`src/rtl/descrambler_if.sv`:
```
// Word bus between the deserializer, the descrambler and downstream logic.
// Carries the packet_t payload and a one-cycle valid strobe; no backpressure.
package descrambler_pkg;

  typedef struct packed {
    logic [7:0] field0;
    logic [7:0] field1;
    logic [7:0] field2;
    logic [7:0] field3;
  } packet_t;

endpackage

interface descrambler_if;
  import descrambler_pkg::*;

  packet_t data;
  logic    data_en;

  modport master (output data, output data_en);
  modport slave  (input  data, input  data_en);
endinterface

```
`src/rtl/descrambler.sv`:
```
// Receive-side descrambler: hunts for frame alignment on the field1 marker
// byte, then undoes the bit-0 scrambling of field0/2/3 and forwards words
// with a fixed two-cycle latency.
// Optional build macro DESCRAMBLER_STATS_EN adds slip_cnt and drop_cnt outputs.
module descrambler
  import descrambler_pkg::*;
#(
  parameter logic [7:0]  SYNC_BYTE = 8'hA5,
  parameter int unsigned LOCK_CNT  = 3,
  parameter int unsigned MISS_MAX  = 2
) (
  input  logic          clk,
  input  logic          rst,
  descrambler_if.slave  bus_s,
  descrambler_if.master bus_m,
`ifdef DESCRAMBLER_STATS_EN
  output logic [15:0]   slip_cnt,
  output logic [15:0]   drop_cnt,
`endif
  output logic          locked
);

  localparam int unsigned CNT_W    = 4;
  localparam logic [4:0]  LOCK_LIM = 5'(LOCK_CNT);
  localparam logic [4:0]  MISS_LIM = 5'(MISS_MAX);

  typedef enum logic [1:0] {
    HUNT    = 2'd0,
    CONFIRM = 2'd1,
    LOCKED  = 2'd2
  } state_t;

  state_t             state, state_nxt;
  logic [CNT_W-1:0]   hit_cnt, hit_nxt;
  logic [CNT_W-1:0]   miss_cnt, miss_nxt;
  logic               match_c;
  logic               fwd_c;
  logic [4:0]         hit_inc_c;
  logic [4:0]         miss_inc_c;
  logic [CNT_W-1:0]   hit_sat_c;
  logic [CNT_W-1:0]   miss_sat_c;

  logic               s1_vld;
  packet_t            s1_data;

  // Undo the transmit scrambling of one byte: bit 0 flips when bit 7 is set.
  function automatic logic [7:0] unscramble(input logic [7:0] b);
    return {b[7:1], b[0] ^ b[7]};
  endfunction

  assign match_c    = (bus_s.data.field1 == SYNC_BYTE);
  assign hit_inc_c  = {1'b0, hit_cnt} + 5'd1;
  assign miss_inc_c = {1'b0, miss_cnt} + 5'd1;
  assign hit_sat_c  = (hit_cnt == {CNT_W{1'b1}}) ? hit_cnt : CNT_W'(hit_inc_c);
  assign miss_sat_c = (miss_cnt == {CNT_W{1'b1}}) ? miss_cnt : CNT_W'(miss_inc_c);

  // Alignment FSM next state, counters and forward decision for the accepted word.
  always_comb begin
    state_nxt = state;
    hit_nxt   = hit_cnt;
    miss_nxt  = miss_cnt;
    fwd_c     = 1'b0;
    if (bus_s.data_en) begin
      case (state)
        HUNT: begin
          if (match_c) begin
            if (LOCK_LIM <= 5'd1) begin
              state_nxt = LOCKED;
              hit_nxt   = '0;
              miss_nxt  = '0;
            end else begin
              state_nxt = CONFIRM;
              hit_nxt   = CNT_W'(1);
            end
          end
        end
        CONFIRM: begin
          if (match_c) begin
            if (hit_inc_c >= LOCK_LIM) begin
              state_nxt = LOCKED;
              hit_nxt   = '0;
              miss_nxt  = '0;
            end else begin
              hit_nxt = hit_sat_c;
            end
          end else begin
            state_nxt = HUNT;
            hit_nxt   = '0;
          end
        end
        LOCKED: begin
          if (match_c) begin
            miss_nxt = '0;
            fwd_c    = 1'b1;
          end else if (miss_inc_c >= MISS_LIM) begin
            state_nxt = HUNT;
            miss_nxt  = '0;
          end else begin
            miss_nxt = miss_sat_c;
            fwd_c    = 1'b1;
          end
        end
        default: begin
          state_nxt = HUNT;
          hit_nxt   = '0;
          miss_nxt  = '0;
        end
      endcase
    end
  end

  // FSM state, counters and registered lock indication.
  always_ff @(posedge clk) begin
    if (rst) begin
      state    <= HUNT;
      hit_cnt  <= '0;
      miss_cnt <= '0;
      locked   <= 1'b0;
    end else begin
      state    <= state_nxt;
      hit_cnt  <= hit_nxt;
      miss_cnt <= miss_nxt;
      locked   <= (state_nxt == LOCKED);
    end
  end

  // Stage 1: capture the raw word and whether it will be forwarded.
  always_ff @(posedge clk) begin
    if (rst) begin
      s1_vld  <= 1'b0;
      s1_data <= '0;
    end else begin
      s1_vld <= bus_s.data_en & fwd_c;
      if (bus_s.data_en) begin
        s1_data <= bus_s.data;
      end
    end
  end

  // Stage 2: descramble into the output register; data holds between words.
  always_ff @(posedge clk) begin
    if (rst) begin
      bus_m.data    <= '0;
      bus_m.data_en <= 1'b0;
    end else begin
      bus_m.data_en <= s1_vld;
      if (s1_vld) begin
        bus_m.data.field0 <= unscramble(s1_data.field0);
        bus_m.data.field1 <= s1_data.field1;
        bus_m.data.field2 <= unscramble(s1_data.field2);
        bus_m.data.field3 <= unscramble(s1_data.field3);
      end
    end
  end

`ifdef DESCRAMBLER_STATS_EN
  // Saturating counts of lock losses and of accepted words that were dropped.
  always_ff @(posedge clk) begin
    if (rst) begin
      slip_cnt <= '0;
      drop_cnt <= '0;
    end else begin
      if (state == LOCKED && state_nxt == HUNT && slip_cnt != 16'hFFFF) begin
        slip_cnt <= slip_cnt + 16'd1;
      end
      if (bus_s.data_en && !fwd_c && drop_cnt != 16'hFFFF) begin
        drop_cnt <= drop_cnt + 16'd1;
      end
    end
  end
`endif

endmodule

```
`src/flat_wrapper.sv`:
```
// flat-port wrapper written by rule: the top's interface ports become plain ports
module descrambler_flat import descrambler_pkg::*;
#(
  parameter logic [7:0]  SYNC_BYTE = 8'hA5,
  parameter int unsigned LOCK_CNT  = 3,
  parameter int unsigned MISS_MAX  = 2
)
  (clk, rst, locked, bus_s_data, bus_s_data_en, bus_m_data, bus_m_data_en);
  descrambler_if bus_s_i ();
  descrambler_if bus_m_i ();
  input  logic clk;
  input  logic rst;
  output logic locked;
  input wire logic [$bits(bus_s_i.data)-1:0] bus_s_data;
  input wire logic [$bits(bus_s_i.data_en)-1:0] bus_s_data_en;
  output wire logic [$bits(bus_m_i.data)-1:0] bus_m_data;
  output wire logic [$bits(bus_m_i.data_en)-1:0] bus_m_data_en;
  assign bus_s_i.data = bus_s_data;
  assign bus_s_i.data_en = bus_s_data_en;
  assign bus_m_data = bus_m_i.data;
  assign bus_m_data_en = bus_m_i.data_en;
  descrambler #(.SYNC_BYTE(SYNC_BYTE), .LOCK_CNT(LOCK_CNT), .MISS_MAX(MISS_MAX)) u_core (.clk(clk), .rst(rst), .bus_s(bus_s_i), .bus_m(bus_m_i), .locked(locked));
endmodule
```
`config.mk`:
```
export PLATFORM = sky130hd
export DESIGN_NAME = descrambler_flat
export DESIGN_NICKNAME = d
export VERILOG_FILES = /design/src/rtl/descrambler_if.sv /design/src/rtl/descrambler.sv /design/src/flat_wrapper.sv
export SDC_FILE = /design/constraint.sdc
export NUM_CORES = 1
export LEC_CHECK = 0
export ABC_AREA = 1
export ABC_CLOCK_PERIOD_IN_PS = 4710
export CORE_MARGIN = 2
export CORE_UTILIZATION = 40
export CTS_CLUSTER_DIAMETER = 120
export DETAILED_ROUTE_END_ITERATION = 8
export GPL_ROUTABILITY_DRIVEN = 0
export PLACE_DENSITY_LB_ADDON = 0.05
export RECOVER_POWER = 100
export SLEW_MARGIN = 0
export SYNTH_ARGS = -nofsm -noshare
export SYNTH_HDL_FRONTEND = slang
export SYNTH_SLANG_ARGS = --single-unit
```
`constraint.sdc`:
```
create_clock -name clk -period 4.71 [get_ports clk]
set_clock_uncertainty 0.15 [all_clocks]
set_input_delay 0.942 -clock clk [delete_from_list [all_inputs] [get_ports clk]]
set_output_delay 0.942 -clock clk [all_outputs]
set_load 0.005 [all_outputs]
```
==> impl_metrics.py <==
metrics = {
    "critical_path": {
        "critPathKind": "input pin to flop",
        "cp_cell_sequence": "dlygate4sd3_1 > inv_1 > clkbuf_1 > o21ai_0 > nor2_1",
        "rr_worst_depth": 4,
        "critPathCaptureType": "flop",
        "worst_setup_path_start_kind": "input pin",
        "slowest_stage": "clkbuf_1",
        "crit_required_ps": 4830,
        "critPathCapture": "u_core.bus_m.data[25]",
        "critPathLaunch": "rst",
        "timing.rr.end": "u_core.bus_m.data[0]",
        "rrSetupSlack_ps": 2800,
        "worst_ep_arrival_time_ps": 3570,
        "reg2reg_from": "u_core.s1_vld",
        "crit_path_max_incr_delay_ps": 850,
        "cp_max_fo": 33,
    },
    "detailed_routing": {
        "num_vias": 2613,
        "drtIter0Drc": 96,
        "wl_per_cell_um": 12.1,
        "drtPass1Iterations": 4,
        "drc": 0,
        "antenna_left": 0,
        "drt_wl_total_um": 6680,
        "viasPerCell": 4.72,
    },
    "synthesis": {
        "ys_warn_count": 0,
        "ys_top_cells_by_area": "dfxtp_1 52%, nor2_1 17%, o21ai_0 11%",
        "syn_inst": 391,
        "syn_nets": 430,
        "synth-edff-count": 0,
        "synth_top_cell_by_area": "dfxtp_1",
        "synth.cell_area_mm2": 0.00296,
        "synthFlopType": "dfxtp_1",
        "netlist_top_cells_count": "132 x nor2_1, 77 x dfxtp_1, 64 x o21ai_0",
        "synth_top_area_frac": 0.521,
        "synthArstFlopShare": 0,
        "ys_ff_latch": 77,
        "ys_seq_area_frac": 0.521,
        "synth.avg_cell_area_um2": 7.57,
        "synth_most_common_cell": "nor2_1",
        "synth_cell_types": 24,
    },
    "min_path": {
        "hp-class": "flop to flop",
    },
    "global_route": {
        "antenna_found_initial": 0,
        "grt-ovfl-total": 0,
        "grt_pass1_wl_um": 11600,
        "gr-usage-met1": 0.231,
        "grt_usage": 0.175,
        "grt_pass1_vias": 2548,
        "met3_usage": 0.0419,
        "busiest_layer": "met2",
        "grt_start_max_net_pins": 40,
        "use_met2": 0.283,
    },
    "timing": {
        "finalSetupViolCount": 0,
        "drv_slew": 0,
        "fin_tns_setup_ps": 0,
        "min_period_over_period": 0.731,
        "maxSlewHeadroom": 0.250,
        "finalHoldWorstSlack_ps": 330,
        "timing.fmax_ghz": 0.290,
        "min_period_ps": 3440,
        "worstMarginPinSlew_ps": 1120,
        "rsz0062_at_grt": "false",
        "hold_viol_final": 0,
    },
    "cells_and_area": {
        "fillers": 711,
        "multi_input_area_mm2": 0.00122,
        "drive_gt1_frac": 0.0593,
        "n_antenna_cell": 0,
        "syn2layout_area_growth_pct": 30.4,
        "seq_area_mm2": 0.00154,
        "final_nets": 491,
        "fin_area_mm2": 0.00386,
    },
    "die": {
        "die-width_um": 90.0,
        "start_util": 0.410,
        "dieArea_mm2": 0.00810,
        "rows": 31,
        "ios": 69,
        "die_h_um": 90.0,
        "core_mm2": 0.00721,
    },
    "flow_run": {
        "drv_cap": 0,
    },
    "clock_network": {
        "htree_levels": 3,
        "cts-root-buf": "clkbuf_8",
        "cts_buffers": 9,
        "cts_setup_buffers": 0,
        "cts-hold-fix-buffers": 0,
        "path_clk_slew_ps": 70,
        "cts_resized": 0,
        "cts_buffer_depth": 2,
        "clkLatencyLatePin_ps": 340,
        "clock_sinks": 77,
        "tritoncts": "done",
    },
    "pwr": {
        "leakagePower_uw": 0.00180,
        "pwr-share-comb": 0.062,
        "clock_power_share": 0.384,
        "seq_power_share": 0.555,
        "sw_frac_of_total": 0.215,
        "p_switching_uw": 264,
        "ir_worst_vdd_mv": 0.147,
        "p_int_uw": 961,
        "powerDensity_mw_per_mm2": 317,
    },
    "placed_design": {
        "portBuffers": 68,
        "hpwl_um": 4280,
        "dpl_cell_area_mm2": 0.00370,
    },
    "outcome": {
        "status": "finished, final reports clean",
    },
}
-- critical path, delay by kind of cell --
family	cells	cell delay [ps]
compound gates	1	240
simple gates	1	140
buf+inv	3	2240
-- flip-flops by register name, indices dropped and copies added (netlist names) --
register / count
u_core.state: 2
u_core.hit_cnt: 4
u_core.miss_cnt: 4
u_core.s1_vld: 1
u_core.bus_m.data: 32
u_core.locked: 1
u_core.bus_m.data_en: 1
u_core.s1_data: 32
-- layer usage --
| metal | up-vias | share of wire |
|---|---|---|
| met5 | - | 0 |
| met4 | 0 | 0.011 |
| met3 | 7 | 0.048 |
| met2 | 59 | 0.47 |
| met1 | 1185 | 0.47 |
| li1 | 1362 | - |
-- worst min-delay path by stage --
stage | depth (start not counted) | endpoint | start
2_1_floorplan | 2 | u_core.bus_m.data[10] | u_core.s1_data[10]
3_3_place_gp | 2 | u_core.bus_m.data[3] | u_core.s1_data[3]
3_5_place_dp | 2 | u_core.bus_m.data[22] | u_core.s1_data[22]
4_1_cts | 2 | u_core.bus_m.data[22] | u_core.s1_data[22]
5_1_grt | 2 | u_core.bus_m.data[18] | u_core.s1_data[18]
6_report | 2 | u_core.bus_m.data[30] | u_core.s1_data[30]
-- power by group through the flow --
stage	combinational [uW]	clock [uW]	sequential (uW)
final	75.4	470	679
after global routing	85.7	513	681
after CTS	77.9	483	679
after detailed placement	77.5	0	694
after global placement	76.7	0	694
after floorplan	39.8	0	692
-- cell type report --
| class | count | area share |
|---|---|---|
| flip-flops and latches | 77 | 0.399 |
| multi-input cells | 268 | 0.316 |
| repair buffers | 71 | 0.181 |
| clock buffers | 12 | 0.0376 |
| well taps | 99 | 0.0321 |
| inverters | 25 | 0.0243 |
| clock inverters | 2 | 0.00908 |
-- per-stage QoR --
| step | utilization | power, uW | worst slack (ps) | std cells |
|---|---|---|---|---|
| finish | 0.535 | 1230 | 1270 | 554 |
| global route | 0.535 | 1280 | 799 | 554 |
| CTS | 0.537 | 1240 | 1730 | 554 |
| detailed placement | 0.512 | 772 | 1380 | 540 |
| global placement | 0.512 | 770 | 1420 | 540 |
| floorplan | - | 732 | 2780 | 391 |
-- cells by family (layout without fill, tap and decap cells) --
kind of cell / count (synthesis) / count (layout) / share of synthesized area
compound gates: 75 / 75 / 0.130
xor+xnor: 4 / 4 / 0.0118
fa+ha+maj: 4 / 4 / 0.0169
buf+inv: 46 / 110 / 0.0622
flops: 77 / 77 / 0.521
simple gates: 185 / 185 / 0.258
-- cell usage in the layout, fill, tap and decap left out, types with 4 or more instances in the layout --
master	instances
clkbuf_8	10
nor2_2	5
dlygate4sd3_1	36
nor2_1	132
o21ai_0	65
inv_1	21
ha_1	4
nand3_1	7
nand2_1	29
dfxtp_1	77
clkdlybuf4s50_1	32
a21oi_1	9
(Power assumes the default switching activity.)
